$ cat config.mk
export PLATFORM = sky130hd
export DESIGN_NAME = execute_unit
export DESIGN_NICKNAME = d
export VERILOG_FILES = /design/src/rtl/execute_pkg.sv /design/src/rtl/execute_mul_shift_add.sv /design/src/rtl/execute_unit.sv
export SDC_FILE = /design/constraint.sdc
export NUM_CORES = 1
export LEC_CHECK = 0
export ABC_AREA = 0
export BUFFER_PORTS_ARGS = -buffer_cell sky130_fd_sc_hd__buf_2
export CAP_MARGIN = 20
export CORE_MARGIN = 10
export CORE_UTILIZATION = 55
export DETAILED_ROUTE_END_ITERATION = 10
export PLACE_DENSITY_LB_ADDON = 0.12
export SLEW_MARGIN = 20
export SYNTH_ARGS = -nofsm -noshare
export SYNTH_HDL_FRONTEND = slang
export SYNTH_HIERARCHICAL = 1
export SYNTH_SLANG_ARGS = --single-unit
$ cat constraint.sdc
create_clock -name clock -period 3.6 [get_ports clock]
set_input_delay 0.36 -clock clock [delete_from_list [all_inputs] [get_ports clock]]
set_output_delay 0.36 -clock clock [all_outputs]
set_load 0.03 [all_outputs]
$ cat src/rtl/execute_pkg.sv
// Shared constants and flag helpers for the execute stage.
package execute_pkg;

  localparam logic [2:0] OP_ADD = 3'b000;
  localparam logic [2:0] OP_SUB = 3'b001;
  localparam logic [2:0] OP_AND = 3'b010;
  localparam logic [2:0] OP_ORR = 3'b011;
  localparam logic [2:0] OP_EOR = 3'b100;
  localparam logic [2:0] OP_LSL = 3'b101;
  localparam logic [2:0] OP_MUL = 3'b110;
  localparam logic [2:0] OP_CMP = 3'b111;

  localparam logic [1:0] ST_IDLE = 2'b00;
  localparam logic [1:0] ST_MUL  = 2'b01;
  localparam logic [1:0] ST_DONE = 2'b10;

  localparam int FLAG_N = 3;
  localparam int FLAG_Z = 2;
  localparam int FLAG_C = 1;
  localparam int FLAG_V = 0;

  // Signed overflow from operand and result sign bits.
  function automatic logic add_ovf(input logic sa, input logic sb, input logic sr);
    return (sa == sb) && (sr != sa);
  endfunction

  function automatic logic sub_ovf(input logic sa, input logic sb, input logic sr);
    return (sa != sb) && (sr != sa);
  endfunction

  // N and Z from a new result, C and V carried over from the old flags.
  function automatic logic [3:0] nz_update(input logic neg, input logic zero,
                                           input logic [3:0] old);
    logic [3:0] f;
    f = old;
    f[FLAG_N] = neg;
    f[FLAG_Z] = zero;
    return f;
  endfunction

endpackage

$ cat src/rtl/execute_mul_shift_add.sv
// Iterative shift-add multiplier: one step per cycle, WIDTH steps after load.
module mul_shift_add #(
  parameter int WIDTH = 16
) (
  input  logic             clock,
  input  logic             reset,
  input  logic             load,
  input  logic [WIDTH-1:0] a,
  input  logic [WIDTH-1:0] b,
  output logic [WIDTH-1:0] product,
  output logic             last_step
);

  localparam int CNT_W = $clog2(WIDTH);
  localparam logic [CNT_W-1:0] LAST_CNT = CNT_W'(WIDTH - 1);

  logic [WIDTH-1:0] mcand_r;
  logic [WIDTH-1:0] mplier_r;
  logic [WIDTH-1:0] acc_r;
  logic [CNT_W-1:0] count_r;
  logic             running_r;
  logic [WIDTH-1:0] acc_next_s;

  // Accumulator value after the step taken on the coming edge.
  always_comb begin
    acc_next_s = acc_r;
    if (mplier_r[0]) begin
      acc_next_s = acc_r + mcand_r;
    end else begin
      acc_next_s = acc_r;
    end
  end

  // product is combinational so the owner can capture it on the final step edge.
  assign product   = acc_next_s;
  assign last_step = running_r && (count_r == LAST_CNT);

  // Operand load and per-cycle shift-add iteration.
  always_ff @(posedge clock or posedge reset) begin
    if (reset) begin
      mcand_r   <= {WIDTH{1'b0}};
      mplier_r  <= {WIDTH{1'b0}};
      acc_r     <= {WIDTH{1'b0}};
      count_r   <= {CNT_W{1'b0}};
      running_r <= 1'b0;
    end else if (load) begin
      mcand_r   <= a;
      mplier_r  <= b;
      acc_r     <= {WIDTH{1'b0}};
      count_r   <= {CNT_W{1'b0}};
      running_r <= 1'b1;
    end else if (running_r) begin
      acc_r     <= acc_next_s;
      mcand_r   <= mcand_r << 1'b1;
      mplier_r  <= mplier_r >> 1'b1;
      count_r   <= count_r + 1'b1;
      running_r <= (count_r != LAST_CNT);
    end
  end

endmodule

$ cat src/rtl/execute_unit.sv
// Execute stage: single-cycle ALU ops, multi-cycle MUL, NZCV flags and writeback.
module execute_unit
  import execute_pkg::*;
#(
  parameter int WIDTH      = 16,
  parameter int ADDR_WIDTH = 4
) (
  input  logic                  clock,
  input  logic                  reset,
  input  logic                  start,
  input  logic [2:0]            opcode,
  input  logic [ADDR_WIDTH-1:0] dest_reg,
  input  logic [WIDTH-1:0]      operand_a,
  input  logic [WIDTH-1:0]      operand_b,
  output logic                  busy,
  output logic                  done,
  output logic [WIDTH-1:0]      result,
  output logic [ADDR_WIDTH-1:0] write_reg,
  output logic                  regWrite,
  output logic [3:0]            flags
);

  logic [1:0]            state_r;
  logic [1:0]            next_state_s;
  logic                  busy_r;
  logic                  done_r;
  logic                  reg_write_r;
  logic [WIDTH-1:0]      result_r;
  logic [ADDR_WIDTH-1:0] write_reg_r;
  logic [3:0]            flags_r;

  logic                  accept_s;
  logic                  mul_load_s;
  logic                  wb_en_s;
  logic [WIDTH:0]        wide_s;
  logic [WIDTH-1:0]      alu_result_s;
  logic [3:0]            alu_flags_s;
  logic [WIDTH-1:0]      product_s;
  logic                  last_step_s;

  assign accept_s   = (state_r == ST_IDLE) && start;
  assign mul_load_s = accept_s && (opcode == OP_MUL);

  mul_shift_add #(.WIDTH(WIDTH)) u_mul (
    .clock     (clock),
    .reset     (reset),
    .load      (mul_load_s),
    .a         (operand_a),
    .b         (operand_b),
    .product   (product_s),
    .last_step (last_step_s)
  );

  // Single-cycle ALU result and flags from the live operands.
  always_comb begin
    wide_s       = {(WIDTH+1){1'b0}};
    alu_result_s = {WIDTH{1'b0}};
    alu_flags_s  = flags_r;
    case (opcode)
      OP_ADD: begin
        wide_s       = {1'b0, operand_a} + {1'b0, operand_b};
        alu_result_s = wide_s[WIDTH-1:0];
        alu_flags_s[FLAG_C] = wide_s[WIDTH];
        alu_flags_s[FLAG_V] = add_ovf(operand_a[WIDTH-1], operand_b[WIDTH-1], wide_s[WIDTH-1]);
      end
      OP_SUB, OP_CMP: begin
        wide_s       = {1'b0, operand_a} - {1'b0, operand_b};
        alu_result_s = wide_s[WIDTH-1:0];
        alu_flags_s[FLAG_C] = ~wide_s[WIDTH];
        alu_flags_s[FLAG_V] = sub_ovf(operand_a[WIDTH-1], operand_b[WIDTH-1], wide_s[WIDTH-1]);
      end
      OP_AND: alu_result_s = operand_a & operand_b;
      OP_ORR: alu_result_s = operand_a | operand_b;
      OP_EOR: alu_result_s = operand_a ^ operand_b;
      OP_LSL: begin
        // Bit WIDTH of the widened shift is the last bit pushed out of the top.
        wide_s       = {1'b0, operand_a} << operand_b[3:0];
        alu_result_s = wide_s[WIDTH-1:0];
        if (operand_b[3:0] != 4'd0) begin
          alu_flags_s[FLAG_C] = wide_s[WIDTH];
        end else begin
          alu_flags_s[FLAG_C] = flags_r[FLAG_C];
        end
      end
      default: alu_result_s = {WIDTH{1'b0}};
    endcase
    alu_flags_s[FLAG_N] = alu_result_s[WIDTH-1];
    alu_flags_s[FLAG_Z] = (alu_result_s == {WIDTH{1'b0}});
  end

  // Next-state and writeback-enable decode.
  always_comb begin
    next_state_s = ST_IDLE;
    wb_en_s      = 1'b0;
    case (state_r)
      ST_IDLE: begin
        if (start) begin
          next_state_s = (opcode == OP_MUL) ? ST_MUL : ST_DONE;
          wb_en_s      = (opcode != OP_CMP);
        end else begin
          next_state_s = ST_IDLE;
          wb_en_s      = 1'b0;
        end
      end
      ST_MUL: begin
        if (last_step_s) begin
          next_state_s = ST_DONE;
          wb_en_s      = 1'b1;
        end else begin
          next_state_s = ST_MUL;
          wb_en_s      = 1'b0;
        end
      end
      ST_DONE: next_state_s = ST_IDLE;
      default: next_state_s = ST_IDLE;
    endcase
  end

  // State, handshake, result, flag and writeback registers.
  always_ff @(posedge clock or posedge reset) begin
    if (reset) begin
      state_r     <= ST_IDLE;
      busy_r      <= 1'b0;
      done_r      <= 1'b0;
      reg_write_r <= 1'b0;
      result_r    <= {WIDTH{1'b0}};
      write_reg_r <= {ADDR_WIDTH{1'b0}};
      flags_r     <= 4'b0000;
    end else begin
      state_r     <= next_state_s;
      busy_r      <= (next_state_s != ST_IDLE);
      done_r      <= (next_state_s == ST_DONE);
      reg_write_r <= (next_state_s == ST_DONE) && wb_en_s;
      if (accept_s) begin
        write_reg_r <= dest_reg;
      end
      if (accept_s && (opcode != OP_MUL)) begin
        result_r <= alu_result_s;
        flags_r  <= alu_flags_s;
      end else if ((state_r == ST_MUL) && last_step_s) begin
        result_r <= product_s;
        flags_r  <= nz_update(product_s[WIDTH-1], product_s == {WIDTH{1'b0}}, flags_r);
      end
    end
  end

  assign busy      = busy_r;
  assign done      = done_r;
  assign regWrite  = reg_write_r;
  assign result    = result_r;
  assign write_reg = write_reg_r;
  assign flags     = flags_r;

endmodule

==> run_results.csv <==
group,metric,value,unit
global_routing,antenna_found_initial,0,
synth,avgSynthCellArea,8.22,sq um
synth,ys_warn_count,6,
placed_design,hpwl,19700,um
power_and_ir_drop,power_density,589,nW/um^2
floorplanning,die-width,140,um
placed_design,io_buffers,68,
timing,tns,0,ns
synth,ys.flop_type,"dfrtp_1",
timing,hold_violations,0,
synth,ys_ff_latch,81,
placed_design,place_congestion,0.999,
worst_setup_path,arrival,3.68,ns
worst_hold_path,min_path_type,"input pin to async pin",
finish,antenna_cells,0,
route,vias_per_cell,6.28,
floorplanning,dieHeight,140,um
synth,synth_compound_area_share,24.3,%
worst_setup_path,rr_endpoint,"flags[2]",
worst_setup_path,crit_required,3.88,ns
power_and_ir_drop,total_power,5.18,mW
floorplanning,core_area,14000,sq um
worst_setup_path,reg2reg_from,"u_mul/mcand_r[0]",
route,drt_iter0_markers,855,
timing,timing.final.crit_period,3.40,ns
floorplanning,start_util,56.7,%
power_and_ir_drop,peakVddDrop,0.000362,V
finish,regArea,2030,sq um
cts,clockBufferDepth,2,
cts,cts.sinks,81,
synth,yosys.area.top_type,"dfrtp_1",
route,wl_per_cell,21.0,um
worst_setup_path,r2r_slack,0.20,ns
synth,synth_top_cell_area_share,25.5,%
synth,synthAdderAreaFrac,11.5,%
global_routing,grt_first_pass_wirelength,40100,um
finish,areaGrowthSynthToFinish,10.9,%
timing,setup_viol,0,
synth,yosys.area_share.simple,18.5,%
synth,synth_xor_xnor_area_share,2.21,%
global_routing,grt_pass1_vias,7306,
synth,synth_top_family_by_area,"compound AO/OA/AOI/OAI gates",
timing,finalCritPeriodShare,94.6,%
power_and_ir_drop,p_leak,4.16,nW
route,drtPass1Iterations,6,
worst_setup_path,crit_fanout,3,
synth,synth_commonest_cells,"128 x nand2_1, 81 x dfrtp_1, 79 x o21ai_0",
synth,synth_edf_count,0,
status,status,"finished clean",
synth,muxShareOfSynthArea,11.4,%
route,drcViolationCount,0,
cts,cts.htree.levels,3,
synth,yosysMostFrequentCell,"nand2_1",
worst_setup_path,startpoint_type,"flop",
cts,clkTransAtPathRegs,0.07,ns
run,max_cap_viol_count,0,
floorplanning,rows,43,
synth,yosysSeqAreaShare,25.5,%
timing,slew-limit-headroom,54.4,%
cts,cts_tree,"done",
finish,drive_above_1_share,16.5,%
timing,worstMarginPinSlew,0.685,ns
synth,syn-num-nets,1078,
route,routed_wl,25400,um
floorplanning,ios,69,
route,vias,7614,
global_routing,gr-usage-all-layers,25.2,%
floorplanning,die-area,19600,sq um
finish,fillers,1323,
synth,synthArstFlopShare,100,%
synth,synthCells,965,
global_routing,grt_max_degree,52,
route,final_antenna_net_count,0,
global_routing,grt_overflow,0,
timing,fin_ws,0.196,ns
worst_setup_path,ff2ff_path_depth,13,
synth,synth_cell_types,85,
worst_setup_path,crit_type,"flop to flop",
finish,fin_nets,1141,
finish,multi_input_area,5400,sq um
timing,skew,0.00982,ns
worst_setup_path,end_kind,"flop",
placed_design,dp_slack,0.173,ns
synth,yosys-top-cells-area,"dfrtp_1 26%, ha_1 11%, mux2i_1 6.6%, nand2_1 6.1%, o21ai_0 5.0%",
timing,max_freq,294,MHz
finish,fin_util,62.9,%
timing,drv_slew,0,
cts,cts_buffers,9,
synth,syn_area,7930,sq um
cts,cts_hold_buf,0,
cts,root_buffer,"clkbuf_16",
cts,clk_latency,0.35,ns
what timing repair did:
item                                    4_1_cts  5_1_grt
endpoints found under the setup margin        0        1
setup buffers                                 0        2
resized for setup                             0        2
report_power, final:
group          internal [mW]  total [mW]  leakage, nW  switching, mW
clock                  0.492       0.888        0.132          0.396
combinational           1.09        2.79         3.01           1.71
sequential              1.24        1.50         1.02          0.263
total                   2.82        5.18         4.16           2.37
layer usage:
layer / GRT usage, % / routed length [um]
met4: 11.6 / 1080
met5: 0 / 0
met3: 4.63 / 2010
met2: 39.5 / 11600
met1: 33.0 / 10800
area by class of cell:
type | count | area share, %
timing repair buffer | 107 | 7.19
sequential | 81 | 23.0
clock inverter | 6 | 0.554
multi-input combinational | 769 | 61.4
clock buffer | 10 | 2.72
inverter | 60 | 2.56
tap | 180 | 2.56
worst max path at each step:
stage	endpoint	slack, ns	from
2_1_floorplan	flags[2]	0.18	operand_b[2]
3_3_place_gp	flags[2]	0.18	u_mul/mcand_r[0]
3_5_place_dp	flags[2]	0.17	operand_a[0]
4_1_cts	flags[2]	0.08	u_mul/mcand_r[0]
5_1_grt	flags[2]	-0.03	u_mul/mcand_r[0]
6_report	flags[2]	0.20	u_mul/mcand_r[0]
worst max-delay path, cell delays in order, from the launching register on:
cell      delay (ns)
dfrtp_1         0.40
ha_1            0.25
fa_1            0.44
a211oi_2        0.29
o21ai_1         0.16
a21oi_2         0.19
o22ai_1         0.15
mux2_1          0.32
a221o_1         0.31
nor4_2          0.28
nand4_1         0.14
o21ai_1         0.20
nand2_1         0.09
o21ai_1         0.11
stage by stage:
step	hold slack [ns]	cell area [sq um]	instances
floorplan	0.425	7930	965
global placement	0.378	8490	1195
detailed placement	0.385	8490	1195
CTS	0.0147	8780	1211
global route	0.0571	8800	1213
finish	0.0191	8800	1213
placed cells by master, fill, tap and decap left out, types with 5 or more instances in the layout:
master,Yosys,layout
a211oi_1,17,17
o22ai_1,5,5
a21oi_1,61,61
buf_4,3,39
nand2b_1,7,7
o21ai_0,79,78
a21o_1,11,11
o21bai_1,8,8
and2_1,7,7
and3_1,9,9
nand4_1,5,5
o21a_1,6,6
o21ai_1,7,8
nor2_1,74,73
mux4_2,10,10
nor4_1,11,10
mux2i_1,52,52
inv_1,58,56
nor2b_1,8,8
nor3_1,32,32
nand2_1,128,128
xnor2_1,14,14
xor2_1,6,6
nand3_1,9,9
a31oi_1,12,12
clkbuf_16,0,9
a221o_1,6,6
o31ai_1,9,9
mux2_2,12,12
dfrtp_1,81,80
a22oi_1,9,9
buf_2,10,68
o211ai_1,7,7
ha_1,68,68
logic make-up after synthesis:
logic type	after synthesis
AO/OA/AOI/OAI	287
XOR/XNOR	20
adder cells (fa/ha/maj)	71
buffers and inverters	115
flip-flops	81
multiplexers	76
AND/OR/NAND/NOR	315
Note: power is estimated with default switching activity, not from simulation.
